### src/rtl/inst_fetch_unit.sv
// Instruction fetch unit: owns the PC, reads INST_MEM combinationally and queues
// {PC, instruction} pairs in a small FIFO that decode drains over valid/ready.
module inst_fetch_unit #(
  parameter logic [31:0] RESET_PC = 32'h0000_0000,
  parameter int          DEPTH    = 2
) (
  input  logic        CLK,
  input  logic        RESET,
  output logic [31:0] PC,
  input  logic [31:0] INST_CODE,
  input  logic        FETCH_EN,
  input  logic        BRANCH_TAKEN,
  input  logic [31:0] BRANCH_TARGET,
  output logic [31:0] INST_OUT,
  output logic [31:0] INST_PC,
  output logic        INST_VALID,
  input  logic        INST_READY,
  output logic        ALIGN_ERR
);

  localparam int PW = $clog2(DEPTH);
  localparam int CW = PW + 1;
  localparam logic [CW-1:0] DEPTH_C = CW'(DEPTH);

  typedef enum logic [1:0] {
    IDLE  = 2'd0,
    FETCH = 2'd1,
    FULL  = 2'd2
  } state_t;

  state_t        state_q, state_d;
  logic [31:0]   pc_q, pc_d;
  logic [CW-1:0] count_q, count_d;
  logic [PW-1:0] wptr_q, wptr_d;
  logic [PW-1:0] rptr_q, rptr_d;
  logic          align_err_q, align_err_d;
  logic [31:0]   buf_pc_q   [DEPTH];
  logic [31:0]   buf_pc_d   [DEPTH];
  logic [31:0]   buf_inst_q [DEPTH];
  logic [31:0]   buf_inst_d [DEPTH];
  logic          pop_s, push_s;

  // Handshake decode, pointer/count update, branch redirect and next state.
  always_comb begin
    pop_s       = (count_q != '0) && INST_READY && !BRANCH_TAKEN;
    push_s      = FETCH_EN && !BRANCH_TAKEN && (state_q != IDLE) &&
                  ((count_q < DEPTH_C) || pop_s);
    pc_d        = pc_q;
    count_d     = count_q;
    wptr_d      = wptr_q;
    rptr_d      = rptr_q;
    buf_pc_d    = buf_pc_q;
    buf_inst_d  = buf_inst_q;
    align_err_d = BRANCH_TAKEN && (BRANCH_TARGET[1:0] != 2'b00);
    state_d     = state_q;

    if (BRANCH_TAKEN) begin
      // Flush: pointers restart so the stale head is entry 0.
      pc_d    = {BRANCH_TARGET[31:2], 2'b00};
      count_d = '0;
      wptr_d  = '0;
      rptr_d  = '0;
    end else begin
      if (push_s) begin
        buf_pc_d[wptr_q]   = pc_q;
        buf_inst_d[wptr_q] = INST_CODE;
        pc_d               = pc_q + 32'd4;
        wptr_d             = wptr_q + PW'(1);
      end else begin
        pc_d = pc_q;
      end
      if (pop_s) begin
        rptr_d = rptr_q + PW'(1);
      end else begin
        rptr_d = rptr_q;
      end
      case ({push_s, pop_s})
        2'b10:   count_d = count_q + CW'(1);
        2'b01:   count_d = count_q - CW'(1);
        default: count_d = count_q;
      endcase
    end

    if (BRANCH_TAKEN) begin
      state_d = FETCH_EN ? FETCH : IDLE;
    end else begin
      case (state_q)
        IDLE:    state_d = FETCH_EN ? FETCH : IDLE;
        FETCH: begin
          if (!FETCH_EN)                state_d = IDLE;
          else if (count_d == DEPTH_C)  state_d = FULL;
          else                          state_d = FETCH;
        end
        FULL: begin
          if (!FETCH_EN)                state_d = IDLE;
          else if (count_d < DEPTH_C)   state_d = FETCH;
          else                          state_d = FULL;
        end
        default: state_d = IDLE;
      endcase
    end
  end

  // State, PC, pointers and buffer storage.
  always_ff @(posedge CLK or negedge RESET) begin
    if (!RESET) begin
      state_q     <= IDLE;
      pc_q        <= RESET_PC;
      count_q     <= '0;
      wptr_q      <= '0;
      rptr_q      <= '0;
      align_err_q <= 1'b0;
      for (int i = 0; i < DEPTH; i++) begin
        buf_pc_q[i]   <= 32'h0000_0000;
        buf_inst_q[i] <= 32'h0000_0000;
      end
    end else begin
      state_q     <= state_d;
      pc_q        <= pc_d;
      count_q     <= count_d;
      wptr_q      <= wptr_d;
      rptr_q      <= rptr_d;
      align_err_q <= align_err_d;
      for (int i = 0; i < DEPTH; i++) begin
        buf_pc_q[i]   <= buf_pc_d[i];
        buf_inst_q[i] <= buf_inst_d[i];
      end
    end
  end

  assign PC         = pc_q;
  assign INST_OUT   = buf_inst_q[rptr_q];
  assign INST_PC    = buf_pc_q[rptr_q];
  assign INST_VALID = (count_q != '0);
  assign ALIGN_ERR  = align_err_q;

endmodule
### config.mk
export PLATFORM = sky130hd
export DESIGN_NAME = inst_fetch_unit
export DESIGN_NICKNAME = d
export VERILOG_FILES = /design/src/rtl/inst_fetch_unit.sv
export SDC_FILE = /design/constraint.sdc
export NUM_CORES = 1
export LEC_CHECK = 0
export CAP_MARGIN = 20
export CORE_MARGIN = 3
export CORE_UTILIZATION = 30
export DETAILED_ROUTE_END_ITERATION = 16
export HOLD_SLACK_MARGIN = 0.03
export PLACE_DENSITY_LB_ADDON = 0.08
export REMOVE_ABC_BUFFERS = 1
export SLEW_MARGIN = 30
export SYNTH_ARGS = -nofsm -noshare
export SYNTH_HDL_FRONTEND = slang
export SYNTH_SLANG_ARGS = --single-unit
### constraint.sdc
create_clock -name CLK -period 2.12 [get_ports CLK]
set_clock_uncertainty 0.15 [all_clocks]
set_input_delay 0.424 -clock CLK [delete_from_list [all_inputs] [get_ports CLK]]
set_output_delay 0.424 -clock CLK [all_outputs]
set_load 0.01 [all_outputs]
==> flow_metrics.env <==
export IMPL_status="complete, but fails checks"
export IMPL_violations="negative setup slack"
export IMPL_viasPerCell=4.77
export IMPL_synthArstFlopShare_pct=100
export IMPL_port_buffers=162
export IMPL_cp_depth=4
export IMPL_drc_errors=0
export IMPL_cts_buffer_depth=2
export IMPL_critical_path_top_delay_family="buffers and inverters"
export IMPL_grt_usage_pct=16.2
export IMPL_clk_latency_ps=420
export IMPL_crit_chain="buf_12 > bufbuf_16 > mux2_2 > buf_6"
export IMPL_yosysTopAreaCellShare_pct=54.1
export IMPL_worstSetupStartpointType="flip-flop"
export IMPL_rsz0062_at_grt="yes"
export IMPL_hold_depth=2
export IMPL_rrSetupSlack_ps=-30
export IMPL_seq_area_frac_synth_pct=54.1
export IMPL_syn_inst=581
export IMPL_critPathCapture="INST_OUT[21]"
export IMPL_ys_ff_latch=161
export IMPL_fin_setup_tns_ps=-7920
export IMPL_critPathBufInv=3
export IMPL_ctsHtreeMaxLevel=4
export IMPL_yosysTopAreaCell="dfrtp_1"
export IMPL_overflow=0
export IMPL_grt_pass1_vias=5991
export IMPL_pwr_density_cell_nw_per_um2=911
export IMPL_cts_buffers=17
export IMPL_io_pins=167
export IMPL_diodes=0
export IMPL_cts_tree="built"
export IMPL_cts_sink_count=161
export IMPL_gp_congestion=0.767
export IMPL_setup_violations_final=63
export IMPL_synth_area_leaders="dfrtp_1 (54%), mux2_2 (27%), nand2_1 (1.8%)"
export IMPL_die_area_sq_um=26700
export IMPL_design_core_area_sq_um=24400
export IMPL_fmax_mhz=428
export IMPL_slew_headroom_pct=65.2
export IMPL_syn_area_sq_um=7450
export IMPL_nNetsFinal=887
export IMPL_worstPathRequired_ps=1550
export IMPL_power_uw=10000
export IMPL_regToRegStartpoint="count_q[0]"
export IMPL_final_cells=1153
export IMPL_crit_type="reg2out"
export IMPL_critPathMaxStageDelay_ps=510
export IMPL_dp_hpwl_microns=14200
export IMPL_yosys_top_cells_count="mux2_2 (179), dfrtp_1 (161), nand2_1 (35), o21ai_0 (23), nor2_1 (22)"
export IMPL_period_share_pct=110
export IMPL_grt_pass1_wl_microns=33800
export IMPL_final_max_slew_viol_count=0
export IMPL_wire_per_inst_microns=18.6
export IMPL_r2r_cells=9
export IMPL_end_kind="output pin"
export IMPL_dp_cells=1100
export IMPL_min_path_type="in2reg"
export IMPL_postSynthAreaPerCell_sq_um=12.8
export IMPL_yosys_cell_types_count=43
export IMPL_drive_gt1_share_pct=45.7
export IMPL_grt_max_degree=69
export IMPL_cp_startpoint="rptr_q"
export IMPL_fp_dieW_microns=164
export IMPL_row_count=57
export IMPL_drt_wl_total_microns=21500
export IMPL_critPathMaxFanout=5
export IMPL_p_leak_uw=0.00489
export IMPL_antenna_found_initial=2
export IMPL_drtIter0Drc=233
export IMPL_cpMaxStageDelayCell="dfrtp_4"
export IMPL_rr_endpoint="state_q[1]"
export IMPL_cap_viol_max_count=0
export IMPL_synthFlopType="dfrtp_1"
export IMPL_dp_slack_ps=-603
export IMPL_area_growth_pct=48.1
export IMPL_path_clk_slew_ps=70
export IMPL_finalCriticalPeriod_ps=2340
export IMPL_num_vias=5499
export IMPL_setup_ws_ps=-217
export IMPL_hold_viol=0
export IMPL_synth_most_common_cell="mux2_2"
export IMPL_dieHeight_microns=164
export IMPL_yosys_warnings=0
export IMPL_final_antenna_net_count=0
export IMPL_synth_edf_count=0
export IMPL_dr_pass1_iters=4
export IMPL_hold_worst_slack_ps=242
export IMPL_ir_drop_uv=449
export IMPL_cts_root_buf="clkbuf_16"
export IMPL_worst_pin_slew_ps=521
export IMPL_cp_arrival_ps=1760
export IMPL_floorplan_initialDensity_pct=30.5
## flip-flops by register name, summed over array words and instances (netlist names)
signal,flops
PC,30
wptr_q,1
count_q,2
ALIGN_ERR,1
rptr_q,1
buf_inst_q,64
state_q,2
buf_pc_q,60
## final cells by class
| type | instances | area [sq um] |
|---|---|---|
| Tap cell | 324 | 405 |
| Sequential cell | 161 | 4040 |
| Timing Repair Buffer | 249 | 2640 |
| Clock buffer | 19 | 453 |
| Clock inverter | 13 | 150 |
| Multi-Input combinational cell | 381 | 3320 |
| Fill cell | 2253 | 13400 |
| Inverter | 6 | 22.5 |
## power by group
part | leakage [uW] | total (uW) | switching [uW] | internal, uW
combinational | 0.00260 | 2860 | 1100 | 1760
sequential | 0.00201 | 4020 | 315 | 3710
clock | 0.000285 | 3160 | 1340 | 1820
## metal layers
metal  track usage (%)  part of all wire (%)
met1              21.1                    44
met2              27.2                    49
met3              4.34                   5.3
met4              3.58                  0.97
met5                 0                 0.088
## cells in the final DEF (no fill, tap or decap), drive strengths merged, types with 2 or more instances in the layout
cell,netlist,routed
dfrtp,161,161
o21ai,23,23
a221o,3,3
nor2b,5,5
clkinv,0,2
nor2,24,24
nand2,35,35
a21boi,2,2
bufinv,0,2
ha,2,2
nand3,19,19
nor3,7,7
clkinvlp,0,4
mux2i,8,8
a32oi,3,3
nand3b,6,6
xnor2,3,3
clkbuf,11,22
buf,25,146
or3,3,3
dlymetal6s2s,0,3
and3,3,3
conb,1,4
xor2,3,3
nand4,11,11
mux2,183,183
a21oi,7,7
dlygate4sd2,0,5
a21o,2,2
o211ai,9,9
inv,6,11
clkdlybuf4s50,0,89
o311ai,7,7
## kinds of logic after synthesis
group	Yosys count	synth area share, %
compound gates	59	5.19
xor+xnor	6	0.706
fa+ha+maj	2	0.336
buf+inv	42	2.64
flops	161	54.1
mux	191	28.8
other cells	1	0.0504
simple gates	119	8.22
## through the flow
step / util, % / instance area (sq um)
floorplan: - / 7280
CTS: 44.5 / 10900
global route: 45.2 / 11000
detailed placement: 40.8 / 9950
finish: 45.2 / 11000
global placement: 40.8 / 9950
## how the worst min path moves through the flow
stage	start	to	slack, ps
after global placement	RESET	buf_inst_q[19]	200
after global routing	FETCH_EN	state_q[0]	260
after CTS	FETCH_EN	state_q[0]	220
final	FETCH_EN	state_q[0]	240
after floorplan	RESET	ALIGN_ERR	-20
after detailed placement	RESET	buf_inst_q[19]	210
## what timing repair did
| action | 4_1_cts | 5_1_grt |
|---|---|---|
| setup buffers | 11 | 3 |
| resized for setup | 320 | 30 |
| pin swaps | 7 | 1 |
| gates cloned | 5 | 5 |
| hold buffers | 1 | 0 |
| endpoints found under the setup margin | 75 | 143 |
| hold endpoints to repair | 34 | 0 |
No activity file was read; power rests on OpenSTA's default activity.
